**src/rtl/sdram_pkg.sv**
```systemverilog
// Shared types and constants for the two-port SDRAM bus arbiter.
package sdram_pkg;

   typedef enum logic [1:0] {
      IDLE  = 2'd0,
      ISSUE = 2'd1,
      RESP  = 2'd2
   } arb_state_t;

   localparam int PORT_CPU = 0;
   localparam int PORT_AUX = 1;

   // Fill pattern returned to a reader whose bus access timed out (sliced to DATA_W).
   localparam logic [63:0] RD_ERR_DATA = '1;

endpackage

```
**src/rtl/sdram_rr_pick.sv**
```systemverilog
// Two-way round-robin picker: one-hot winner from eligible bits and the last served port.
module sdram_rr_pick
   import sdram_pkg::*;
(
   input  logic [1:0] elig,
   input  logic       last_served,
   output logic [1:0] win
);

   always_comb begin
      win = 2'b00;
      if (elig == 2'b11) begin
         if (last_served) win[PORT_CPU] = 1'b1;
         else             win[PORT_AUX] = 1'b1;
      end else begin
         win = elig;
      end
   end

endmodule

```
**src/rtl/sdram_arbiter.sv**
```systemverilog
// Shares the SDRAM platform bus between CPU (port 0) and an auxiliary master (port 1),
// one strobed transaction at a time with a bounded wait for bus_acknowledge.
//
//   state | meaning
//   IDLE  | pick an eligible requester, latch its command
//   ISSUE | strobe held on the bus until acknowledge or timeout
//   RESP  | one-cycle completion pulse to the granted port
module sdram_arbiter
   import sdram_pkg::*;
#(
   parameter int ADDR_W  = 16,
   parameter int DATA_W  = 8,
   parameter int TIMEOUT = 255
) (
   input  logic              clk_50,
   input  logic              rst,
   input  logic              m0_req,
   input  logic              m0_we,
   input  logic [ADDR_W-1:0] m0_addr,
   input  logic [DATA_W-1:0] m0_wdata,
   output logic              m0_ack,
   output logic              m0_err,
   output logic [DATA_W-1:0] m0_rdata,
   input  logic              m1_req,
   input  logic              m1_we,
   input  logic [ADDR_W-1:0] m1_addr,
   input  logic [DATA_W-1:0] m1_wdata,
   output logic              m1_ack,
   output logic              m1_err,
   output logic [DATA_W-1:0] m1_rdata,
   output logic [ADDR_W-1:0] bus_address,
   output logic              bus_read,
   output logic              bus_write,
   output logic [DATA_W-1:0] bus_write_data,
   output logic              bus_byte_enable,
   input  logic              bus_acknowledge,
   input  logic [DATA_W-1:0] bus_read_data,
   output logic [1:0]        grant,
   output logic              busy
);

   localparam int CNT_W = $clog2(TIMEOUT + 1);

   arb_state_t        state;
   logic [1:0]        grant_q;
   logic              last_served;
   logic              after_resp;
   logic              cmd_we;
   logic [ADDR_W-1:0] cmd_addr;
   logic [DATA_W-1:0] cmd_wdata;
   logic [CNT_W-1:0]  cnt;
   logic [1:0]        req;
   logic [1:0]        served_mask;
   logic [1:0]        elig;
   logic [1:0]        win;
   logic              done;
   logic [DATA_W-1:0] resp_data;

   assign req = {m1_req, m0_req};

   // The port just served gets one IDLE cycle to drop its request before it can win again.
   assign served_mask = after_resp ? (last_served ? 2'b10 : 2'b01) : 2'b00;
   assign elig        = req & ~served_mask;

   sdram_rr_pick u_pick (
      .elig        (elig),
      .last_served (last_served),
      .win         (win)
   );

   // Acknowledge takes priority over a timeout landing in the same cycle.
   assign done      = bus_acknowledge || (cnt == CNT_W'(TIMEOUT - 1));
   assign resp_data = bus_acknowledge ? bus_read_data : RD_ERR_DATA[DATA_W-1:0];

   assign bus_address     = cmd_addr;
   assign bus_write_data  = cmd_wdata;
   assign bus_byte_enable = 1'b1;
   assign grant           = grant_q;
   assign busy            = (state != IDLE);

   always_ff @(posedge clk_50) begin
      if (rst) begin
         state       <= IDLE;
         grant_q     <= 2'b00;
         last_served <= 1'b1;
         after_resp  <= 1'b0;
         cmd_we      <= 1'b0;
         cmd_addr    <= '0;
         cmd_wdata   <= '0;
         cnt         <= '0;
         bus_read    <= 1'b0;
         bus_write   <= 1'b0;
         m0_ack      <= 1'b0;
         m0_err      <= 1'b0;
         m0_rdata    <= '0;
         m1_ack      <= 1'b0;
         m1_err      <= 1'b0;
         m1_rdata    <= '0;
      end else begin
         after_resp <= (state == RESP);
         case (state)
            IDLE: begin
               if (|win) begin
                  grant_q   <= win;
                  cmd_we    <= win[PORT_AUX] ? m1_we    : m0_we;
                  cmd_addr  <= win[PORT_AUX] ? m1_addr  : m0_addr;
                  cmd_wdata <= win[PORT_AUX] ? m1_wdata : m0_wdata;
                  bus_read  <= win[PORT_AUX] ? ~m1_we   : ~m0_we;
                  bus_write <= win[PORT_AUX] ? m1_we    : m0_we;
                  cnt       <= '0;
                  state     <= ISSUE;
               end
            end
            ISSUE: begin
               if (cnt != CNT_W'(TIMEOUT)) cnt <= cnt + 1'b1;
               if (done) begin
                  bus_read  <= 1'b0;
                  bus_write <= 1'b0;
                  state     <= RESP;
                  if (grant_q[PORT_CPU]) begin
                     m0_ack <= 1'b1;
                     m0_err <= ~bus_acknowledge;
                     if (!cmd_we) m0_rdata <= resp_data;
                  end
                  if (grant_q[PORT_AUX]) begin
                     m1_ack <= 1'b1;
                     m1_err <= ~bus_acknowledge;
                     if (!cmd_we) m1_rdata <= resp_data;
                  end
               end
            end
            RESP: begin
               m0_ack      <= 1'b0;
               m0_err      <= 1'b0;
               m1_ack      <= 1'b0;
               m1_err      <= 1'b0;
               last_served <= grant_q[PORT_AUX];
               grant_q     <= 2'b00;
               state       <= IDLE;
            end
            default: state <= IDLE;
         endcase
      end
   end

endmodule

```
**config.mk**
```make
export PLATFORM = sky130hd
export DESIGN_NAME = sdram_arbiter
export DESIGN_NICKNAME = d
export VERILOG_FILES = /design/src/rtl/sdram_pkg.sv /design/src/rtl/sdram_rr_pick.sv /design/src/rtl/sdram_arbiter.sv
export SDC_FILE = /design/constraint.sdc
export NUM_CORES = 1
export LEC_CHECK = 0
export ABC_AREA = 1
export CAP_MARGIN = 20
export CORE_MARGIN = 5
export CORE_UTILIZATION = 25
export DETAILED_ROUTE_END_ITERATION = 12
export SYNTH_ARGS = -nofsm -noshare
export SYNTH_HDL_FRONTEND = slang
export SYNTH_SLANG_ARGS = --single-unit
```
**constraint.sdc**
```tcl
create_clock -name clk_50 -period 1.5 [get_ports clk_50]
set_clock_uncertainty 0.05 [all_clocks]
set_input_delay 0.45 -clock clk_50 [delete_from_list [all_inputs] [get_ports clk_50]]
set_output_delay 0.45 -clock clk_50 [all_outputs]
set_load 0.02 [all_outputs]
```
Word level (Yosys, flattened, before mapping) --
Index checks and enable logic that the tools add are counted.
Storage, ports and cells: RAM bits 0, bits in latches 0, memories 0, register bits 61, output and inout bits 50, memory bits (read-only) 0, logic and storage cells 84
Cells by class: shift operators 0, multipliers 0, muxes and demuxes 35, $add $sub $neg 1, magnitude comparators 0, reductions and logical operators 16, equality and inequality tests 10, bitwise logic cells 6, divide/modulo/power cells 0
Operator list (count):
- $mux W8 | 4
- $mux W16 | 1
- $pmux W8 S2 | 1
- $mux W1 | 15
- $mux W2 | 6
- $pmux W1 S2 | 6
- $reduce_and A3 Y1 | 4
- $ne A2 B2 Y1 const B | 5
- $add A8 B1 Y8 const B | 1
- $eq A8 B8 Y1 const B | 1
- $ne A8 B8 Y1 const B | 1
- $pmux W2 S2 | 2
- $reduce_and A4 Y1 | 2
- $reduce_bool A2 Y1 | 4
- $reduce_and A2 Y1 | 3
- $eq A2 B2 Y1 const B | 2
- $not A1 Y1 | 4
- $and A2 B2 Y2 | 1
- $eq A2 B1 Y1 const B | 1
- $logic_not A2 Y1 | 1
- $not A2 Y2 | 1
- $reduce_or A2 Y1 | 1
- $logic_or A1 B1 Y1 | 1

Longest topological paths before layout --
depth in word-level cells 9, gate-level depth with buffers 9, gate-level depth less buffers 8

Hierarchy --
A second synthesis with hierarchy kept.
Unflattened totals: cells, all modules 442, area total of the unflattened synthesis 2992.9 sq um
By module, submodules not included:
- sdram_arbiter | area each 2971.6 sq um, times used 1, seq. area each 1221.2 sq um, cells an instance 437
- sdram_rr_pick | area each 21.3 sq um, times used 1, seq. area each 0.0 sq um, cells an instance 5

Worst setup path after synthesis --
Ideal clock, no wire load.
path type input to register, start point input m0_req, end point register cmd_addr[0], in the netlist bus_address[0], library setup time 0.132 ns, buffers on the path 1, required time 1.318 ns, cell stages on the path 8, data arrival time 1.224 ns, slack 0.094 ns, cells stage by stage nand2_1 nand3_2 clkinv_1 buf_2 nand2_1 nand2_1 nand2_1 a21oi_1
Between the ends: word-level cells in the longest chain between the ends 5
RTL lines:
- start, declared | line sdram_arbiter.sv:17 | input logic m0_req,
- $and A2 B2 Y2 * | line sdram_arbiter.sv:63 | assign elig = req & ~served_mask;
- $eq A2 B2 Y1 | line sdram_rr_pick.sv:12 | if (elig == 2'b11) begin
- $mux W2 * | line sdram_rr_pick.sv:12
- $reduce_or A2 Y1 | line sdram_arbiter.sv:103 | if (|win) begin
- $reduce_and A2 Y1 (no line)
- end signal, assigned | line sdram_arbiter.sv:106 | cmd_addr <= win[PORT_AUX] ? m1_addr : m0_addr;
- end, declared | line sdram_arbiter.sv:49 | logic [ADDR_W-1:0] cmd_addr;
Mark *: on every way between the ends. The rest lies on a longest branch, timed or not. A chain may end at the register's enable or synchronous reset.

Worst setup path in the final report --
start point register m1_rdata[1], end point output m1_rdata[1]
RTL lines:
- start, declared | line sdram_arbiter.sv:30 | output logic [DATA_W-1:0] m1_rdata,
- start signal, assigned | line sdram_arbiter.sv:128 | if (!cmd_we) m1_rdata <= resp_data;
No word-level cell between the ends.

==> results by group <==
Critical path
  • Delay of the slowest critical-path stage: 0.33 ns
  • Crit path capture type: output port
  • Worst EP required: 1.00 ns
  • Startpoint types: flip-flop
  • CP Max Fanout: 2
  • Critical path arrival: 0.97 ns
  • Critical path's top delay family: flip-flops
  • Buf/Inv on CP: 1
  • Slowest stage cell, crit path: dfxtp_1
  • Crit path kind: flip-flop to output port
  • Ordered list of cells on the worst path: clkdlybuf4s15_1

Place
  • Detailed-placement wirelength estimate: 7186 microns
  • PortBufs: 111
  • Routability cong.: 0.8890
  • DP Area: 4528 sq um

Final layout
  • Final instance area: 4858 sq um
  • Util after Layout: 40.62%
  • Fraction of layout cells with a size suffix above 1: between 20 and 25%
  • Final #Nets: ~680
  • Synthesis-to-finish area growth: 60.59%
  • N_diodes: 0

Floorplan
  • Die area: 14400 sq um
  • IO Count: 113
  • Core area: 11960 sq um
  • Initial cell density of the core: approximately a quarter
  • Width of the die: 120.0 microns
  • Die height: 120.0 microns
  • FP Rows: 40

Timing
  • Max Fclk: 0.6786 GHz
  • Final setup fails: 0
  • Final hold vios: 0
  • Max Slew Vio Count: 0
  • Fin crit share: 98.25%
  • Setup TNS: 0 ns
  • Tmin final: 1.474 ns

Logic synthesis
  • Mapped Cells: between 400 and 500
  • Share of the synthesized area in the top cell type: 40.36%
  • Post-Synth Simple-Gate Area: about 40%
  • Yosys reg bits: 61
  • Mapped cell area: between 3000 and 4000 sq um
  • Yosys top cell by area: dfxtp_1
  • Largest family of logic cells by synthesized area: simple AND/OR/NAND/NOR gates
  • EDFF count, synth: 0
  • Synthesized area per cell: 6.356 sq um
  • Syn nets: 541
  • Adder-Cell Fraction of Synth Area: less than 1%
  • Synth Flop Type: dfxtp_1
  • Synth async-reset ratio: 0%
  • Post-synthesis mux area share: 0%
  • Synth warn: 0
  • Unique masters post-synth: 26
  • Area contributors post-synth: dfxtp_1 40%, nand2_1 25%, a21oi_1 6.5%, inv_1 6.1%, nor2_1 5.3%
  • Compound-Gate Fraction of Synth Area: 7.361%
  • Post-synthesis xor/xnor area fraction: 0%
  • Sequential area share after synthesis: 40.36%

Global route
  • Vias in the first global route: between 3k and 4k
  • First-pass GRT wire length: ~16000 microns
  • GRT overflow: 0
  • Initial antenna violation count: 0
  • Largest net degree at the start of global routing: 25
  • Gr usage total: 13.46%

Clock network
  • Max Root-Sink Buffers: 2
  • H-tree depth: 3
  • CTS Hold Bufs: 0
  • Worst-path clk slew: 0.05 ns
  • Num CTS Buffers: 9
  • Root buffer cell: clkbuf_16
  • Sinks on Clock Net: 61
  • CTS tree: done
  • Later-pin clock latency in the skew report: about 0.33 ns

Job
  • Max_cap viols: 0

Routing
  • Final WL: 9364 microns
  • Vias per cell: 4.392
  • Detailed Routing Iterations Pass 1: 4
  • DR DRC count: 0
  • Via Count: 3360
  • Detailed router's first-iteration violation count: 125
  • WL/cell: 12.24 microns
  • Post-route ant nets: 0

Pwr
  • Leak pwr: approximately 2.2 nW
  • Peak VDD IR: 0.4594 mV
  • Power Density: 1038 nW/um^2

Min path
  • Hold crit path type: flip-flop to flip-flop

Status
  • Run status: finished, final reports clean
## final timing paths
kind,from,endpoint,slack [ns],cells past startpoint
worst max register to register,state[1],last_served,0.07,6
worst max-delay path,m1_rdata[1],m1_rdata[1],0.03,1
worst min register to register,bus_read,bus_read,0.41,2
worst min-delay path,bus_read,bus_read,0.41,2
## through the flow
stage	worst slack, ns	hold slack [ns]	total power, mW	cells
floorplan	0.09372	0.4041	2.327	476
global placement	-0.4460	0.3973	2.889	747
detailed placement	-0.5142	0.4056	2.902	747
CTS	-0.01087	0.4120	5.073	764
global route	-0.004383	0.4298	5.291	765
finish	0.02627	0.4129	5.041	765
## Yosys cell counts (2+ instances only)
| library cell | n |
|---|---|
| nand2_1 | 203 |
| dfxtp_1 | 61 |
| inv_1 | 49 |
| nor2_1 | 43 |
| a21oi_1 | 39 |
| nand4_1 | 21 |
| nand3_1 | 14 |
| buf_2 | 10 |
| clkbuf_1 | 7 |
| nand3_2 | 4 |
| inv_2 | 3 |
| a21oi_2 | 2 |
| buf_1 | 2 |
| clkinv_1 | 2 |
| ha_1 | 2 |
| nand2_2 | 2 |
| o21ai_0 | 2 |
| or2_2 | 2 |
## state kept, by name, indices dropped and copies added, names as in the netlist
register and cells:
after_resp 1, state 2, grant 2, bus_read 1, m1_ack 1, bus_write_data 8
bus_write 1, m0_err 1, m0_rdata 8, last_served 1, bus_address 16, m1_err 1
m0_ack 1, m1_rdata 8, cmd_we 1, cnt 8
## repair_timing
action                                  CTS  global route
pin swaps                                 2             2
cloned                                    1             0
gates resized for setup                 120            68
endpoints found under the setup margin   83            74
buffers inserted                          0             1
endpoints found under the hold margin     0             0
## cell families after synthesis
logic type | after synthesis
AOI/OAI and AO/OA | 43
adders and majority gates | 2
buffers and inverters | 76
DFF | 61
other | 1
and+or+nand+nor | 293
## report_power, final
group	leakage, nW	total [mW]	internal [mW]	switching, mW
Combinational	1.57	1.11	0.521	0.587
Sequential	0.499	1.79	1.72	0.0628
Clock	0.158	2.15	1.41	0.735
Total	2.23	5.04	3.66	1.38
## final cells by class
cell class	instances	area [sq um]
sequential	61	1229
clock inverter	4	45.04
timing repair buffer	148	1353
inverter	54	209.0
multi-input combinational	339	1573
tap	147	183.9
fill	1237	7103
clock buffer	12	266.5
## metal layers
metal,global-route usage [%],wire length [microns]
met5,0,0
met4,5.154,162
met3,6.173,888
met2,21.60,4294
met1,15.62,4019
## layout by cell type (no fill, tap or decap), types with 5 or more instances in the layout
master           netlist  routed
clkdlybuf4s15_2        0       9
nand2_1              203     199
nand3_1               14      12
a21oi_2                2       5
clkdlybuf4s50_1        0      59
nor2_2                 1       9
clkdlybuf4s15_1        0       7
buf_4                  1      27
nor2_1                43      34
a21oi_1               39      36
buf_12                 0       6
clkbuf_16              0       9
clkbuf_2               0      31
dfxtp_1               61      57
inv_1                 49      48
nand4_1               21      21
No activity file was read; power rests on OpenSTA's default activity.
